<file path="src/rtl/control_sequencer.sv">
//==============================================================================
// Module      : control_sequencer
// Description : Microcode fetch/execute sequencer driving the bus-CPU strobes.
//               Optional macro CONDITIONAL_JUMP_EN enables JC/JZ decode.
// Revision    : 1.0
//==============================================================================
`default_nettype none

module control_sequencer #(
    parameter int STEPS = 5
) (
    input  logic                      clk,
    input  logic                      rst_n,
    input  logic                      run,
    input  logic [3:0]                opcode,
    input  logic                      carry_flag,
    input  logic                      zero_flag,
    output logic                      hlt,
    output logic                      mar_in,
    output logic                      ram_in,
    output logic                      ram_out,
    output logic                      ir_in,
    output logic                      ir_out,
    output logic                      a_in,
    output logic                      a_out,
    output logic                      b_in,
    output logic                      alu_out,
    output logic                      alu_sub,
    output logic                      out_in,
    output logic                      flags_in,
    output logic                      pc_inc,
    output logic                      pc_jump,
    output logic                      pc_out,
    output logic                      halted,
    output logic [$clog2(STEPS)-1:0]  step
);

    localparam int c_SW = $clog2(STEPS);

    localparam logic [3:0] c_OP_LDA = 4'h1;
    localparam logic [3:0] c_OP_ADD = 4'h2;
    localparam logic [3:0] c_OP_SUB = 4'h3;
    localparam logic [3:0] c_OP_STA = 4'h4;
    localparam logic [3:0] c_OP_LDI = 4'h5;
    localparam logic [3:0] c_OP_JMP = 4'h6;
    localparam logic [3:0] c_OP_JC  = 4'h7;
    localparam logic [3:0] c_OP_JZ  = 4'h8;
    localparam logic [3:0] c_OP_OUT = 4'hE;
    localparam logic [3:0] c_OP_HLT = 4'hF;

    logic [c_SW-1:0] r_step;
    logic            r_halted;
    logic [c_SW-1:0] w_last;
    logic            w_wrap;
    logic            w_active;

    assign step     = r_step;
    assign halted   = r_halted;
    assign w_active = rst_n && run && !r_halted;

    // Every opcode runs at least through T2, so opcode is never consulted
    // for the wrap decision during fetch.
    always_comb begin
        w_last = c_SW'(2);
        case (opcode)
            c_OP_LDA, c_OP_STA: w_last = c_SW'(3);
            c_OP_ADD, c_OP_SUB: w_last = c_SW'(4);
            default:            w_last = c_SW'(2);
        endcase
    end

    assign w_wrap = (r_step == w_last) || (r_step == c_SW'(STEPS - 1));

    always_ff @(posedge clk) begin
        if (!rst_n) begin
            r_step   <= '0;
            r_halted <= 1'b0;
        end else if (run && !r_halted) begin
            r_step <= w_wrap ? '0 : r_step + c_SW'(1);
            if (hlt) begin
                r_halted <= 1'b1;
            end
        end
    end

`ifndef CONDITIONAL_JUMP_EN
    logic w_unused_flags;
    assign w_unused_flags = carry_flag ^ zero_flag;
`endif

    always_comb begin
        hlt      = 1'b0;
        mar_in   = 1'b0;
        ram_in   = 1'b0;
        ram_out  = 1'b0;
        ir_in    = 1'b0;
        ir_out   = 1'b0;
        a_in     = 1'b0;
        a_out    = 1'b0;
        b_in     = 1'b0;
        alu_out  = 1'b0;
        alu_sub  = 1'b0;
        out_in   = 1'b0;
        flags_in = 1'b0;
        pc_inc   = 1'b0;
        pc_jump  = 1'b0;
        pc_out   = 1'b0;
        if (w_active) begin
            case (r_step)
                c_SW'(0): begin
                    pc_out = 1'b1;
                    mar_in = 1'b1;
                end
                c_SW'(1): begin
                    ram_out = 1'b1;
                    ir_in   = 1'b1;
                    pc_inc  = 1'b1;
                end
                c_SW'(2): begin
                    case (opcode)
                        c_OP_LDA, c_OP_ADD, c_OP_SUB, c_OP_STA: begin
                            ir_out = 1'b1;
                            mar_in = 1'b1;
                        end
                        c_OP_LDI: begin
                            ir_out = 1'b1;
                            a_in   = 1'b1;
                        end
                        c_OP_JMP: begin
                            ir_out  = 1'b1;
                            pc_jump = 1'b1;
                        end
`ifdef CONDITIONAL_JUMP_EN
                        c_OP_JC: begin
                            ir_out  = carry_flag;
                            pc_jump = carry_flag;
                        end
                        c_OP_JZ: begin
                            ir_out  = zero_flag;
                            pc_jump = zero_flag;
                        end
`endif
                        c_OP_OUT: begin
                            a_out  = 1'b1;
                            out_in = 1'b1;
                        end
                        c_OP_HLT: hlt = 1'b1;
                        default: ;
                    endcase
                end
                c_SW'(3): begin
                    case (opcode)
                        c_OP_LDA: begin
                            ram_out = 1'b1;
                            a_in    = 1'b1;
                        end
                        c_OP_ADD, c_OP_SUB: begin
                            ram_out = 1'b1;
                            b_in    = 1'b1;
                        end
                        c_OP_STA: begin
                            a_out  = 1'b1;
                            ram_in = 1'b1;
                        end
                        default: ;
                    endcase
                end
                c_SW'(4): begin
                    if (opcode == c_OP_ADD || opcode == c_OP_SUB) begin
                        alu_out  = 1'b1;
                        a_in     = 1'b1;
                        flags_in = 1'b1;
                        alu_sub  = (opcode == c_OP_SUB);
                    end
                end
                default: ;
            endcase
        end
    end

endmodule

`default_nettype wire
</file>
<file path="config.mk">
export PLATFORM = sky130hd
export DESIGN_NAME = control_sequencer
export DESIGN_NICKNAME = d
export VERILOG_FILES = /design/src/rtl/control_sequencer.sv
export SDC_FILE = /design/constraint.sdc
export NUM_CORES = 1
export LEC_CHECK = 0
export ABC_CLOCK_PERIOD_IN_PS = 2100
export CORE_MARGIN = 2
export CORE_UTILIZATION = 38
export DETAILED_ROUTE_END_ITERATION = 16
export GPL_ROUTABILITY_DRIVEN = 0
export PLACE_DENSITY = 0.78
export SLEW_MARGIN = 20
export SYNTH_ARGS = -nofsm -noshare
export SYNTH_HDL_FRONTEND = slang
export SYNTH_SLANG_ARGS = --single-unit
</file>
<file path="constraint.sdc">
create_clock -name clk -period 2.1 [get_ports clk]
set_clock_uncertainty 0.05 [all_clocks]
set_input_delay 0.315 -clock clk [delete_from_list [all_inputs] [get_ports clk]]
set_output_delay 0.315 -clock clk [all_outputs]
set_load 0.02 [all_outputs]
</file>
==> summary.md <==
| Metric | Value |
|---|---|
| Outcome | `finished clean` |
| Nets@finish | `~140` |
| Num rows | `13` |
| Starting Density | `41.4%` |
| Clk_lat worst skew | `0.23 ns` |
| Final period utilization | `around 97%` |
| Syn_area_per_cell | `7.56 um2` |
| Core Region | `between 0.001 and 0.0015 mm2` |
| Drt wl/cell | `roughly 13 um` |
| Largest area contributor in the netlist | `dfxtp_1` |
| PD cells | `~320 mW/mm2` |
| CTS Buf Count | `3` |
| Area Growth Syn to Fin | `96.4%` |
| Sequential fraction of the synthesis area | `14.5%` |
| CP Launch Type | `flip-flop` |
| Endpoints failing hold | `0` |
| Seq cells post-synth | `4` |
| Drt drc | `0` |
| Grt ovf | `0` |
| Mapped Area | `about 550 um2` |
| ANT cells | `0` |
| Ports | `29` |
| Most common cell after layout, fill and taps aside | `buf_4` |
| CTS H-Tree Depth | `1` |
| Fillers | `95` |
| Share of layout cells above drive strength 1 | `about half` |
| Detailed Place HPWL | `1500 um` |
| Via density | `between 5 and 6` |
| 1st-iter DRT viols | `9` |
| CP Max Fanout | `5` |
| Peak supply drop | `roughly 340 uV` |
| Mapped Cells | `73` |
| CTS Root Buffer Type | `clkbuf_4` |
| First-pass GRT wire length | `approximately 3100 um` |
| Vias in the first global route | `approximately 740` |
| Yosys warning count | `0` |
| Initial antenna violation count | `0` |
| Drt pass-1 iters | `3` |
| CP arrival | `around 1.7 ns` |
| Clock transition at path regs | `0.03 ns` |
| Clock Tree Buf Depth | `2` |
| Die ar. | `0.00177 mm2` |
| Critical setup path kind | `flip-flop to output pin` |
| Final Critical Period | `~2.0 ns` |
| Final setup violation count | `0` |
| Critical path data required time | `between 1.5 and 2 ns` |
| GRT Total Usage | `around 22%` |
| Power, Total | `about 340 uW` |
| Syn_nets | `87` |
| Total of max-cap violations | `0` |
| Fin. max-slew vios | `0` |
| Dpl cells | `138` |
| Final Hold Slack | `about 0.46 ns` |
| Post-route ant nets | `0` |
| Via Count | `around 710` |
| Post-synth top area share | `14.5%` |
| P_leak | `0.000513 uW` |
| HP Class | `flip-flop to flip-flop` |
| Max frequency | `a little under 500 MHz` |
| Largest net degree at the start of global routing | `9` |
| Slew @ Worst Pin | `about 0.37 ns` |
| Commonest cells after routing, fill and taps aside | `buf_4 (33), nand2_1 (10), clkdlybuf4s50_1 (8), dlygate4sd2_1 (6)` |
| CTS tree | `built` |
| Slew HR | `74.9%` |
| Synth area leaders | `dfxtp_1 (15%), ha_1 (11%), nand2_1 (6.8%)` |
| Drt total wl | `roughly 1800 um` |
| Chip Width | `~42 um` |
| # port buffers | `26` |
| Post-Layout Cell Count | `142` |
| Clock Sinks | `4` |
| Distinct cells, synth | `36` |
| Crit end category | `output pin` |
| Die Height | `between 40 and 50 um` |
| Util after Layout | `approximately four fifths` |
cell type report:
| class | instances | area, um2 | area share, % |
|---|---|---|---|
| multi-input combinational | 59 | 499 | 46.1 |
| inverter | 6 | 22.5 | 2.08 |
| sequential | 4 | 87.6 | 8.08 |
| timing repair buffer | 55 | 433 | 40.0 |
| tap | 15 | 18.8 | 1.73 |
| clock buffer | 3 | 22.5 | 2.08 |
Yosys cell counts (all sizes together):
library cell,number
ha,5
nand2b,1
nor2b,1
and4bb,1
a32o,2
nor3,5
o31ai,1
buf,4
nand3,3
or3b,2
o21ba,1
nor4,2
o2111ai,1
or3,1
o21a,1
or2,2
a21boi,1
and4b,1
nand2,10
nor4b,1
and2,2
and3,1
nand3b,1
dfxtp,4
xor2,1
nor2,4
a21oi,4
a221oi,1
inv,6
o21ai,1
nor3b,1
xnor2,1
where the power goes:
group | switching, uW | internal, uW | leakage (uW)
sequential | 5.87 | 80.8 | 0.0000339
combinational | 79.1 | 82.5 | 0.000466
clock | 30.2 | 63.8 | 0.0000138
flip-flops by register name, summed over array words and instances, names as in the netlist:
name    cells
halted      1
step        3
logic make-up after synthesis:
logic type / share of synthesized area (%)
simple gates: 45.1
xor+xnor: 3.18
flops: 14.5
fa+ha+maj: 11.3
compound gates: 17.2
buf+inv: 8.62
worst paths after layout:
path	slack, ns	end	depth (start not counted)	from
max	0.07	pc_out	3	step[2]$_SDFFE_PN0P_
min	0.46	step[1]$_SDFFE_PN0P_	1	step[1]$_SDFFE_PN0P_
max reg2reg	0.57	step[0]$_SDFFE_PN0P_	6	step[0]$_SDFFE_PN0P_
min reg2reg	0.46	step[1]$_SDFFE_PN0P_	1	step[1]$_SDFFE_PN0P_
timing repair:
action,in CTS,in global routing
buffers inserted,0,1
hold buffers,0,0
gates resized for setup,50,22
pin swaps,0,2
endpoints found under the setup margin,16,15
through the flow:
stage          instance area [um2]  setup slack (ns)   TNS [ns]
2_1_floorplan                  574         -0.000600  -0.000600
3_3_place_gp                  1040            -0.495      -4.96
3_5_place_dp                  1040            -0.501      -5.55
4_1_cts                       1040           0.00335          0
5_1_grt                       1080           -0.0195    -0.0195
6_report                      1080            0.0731          0
metal layers:
metal / global-route usage, % / wire (um)
met1: 24.7 / 755
met2: 40.6 / 1000
met3: 2.59 / 66
met4: 13.1 / 17
met5: 0 / 0
worst max-delay path: stages, from the launching register on:
cell and delay, ns:
dfxtp_1 0.34, and4bb_2 0.36, and2_1 0.14, clkdlybuf4s50_1 0.59
Note: power is estimated with default switching activity, not from simulation.
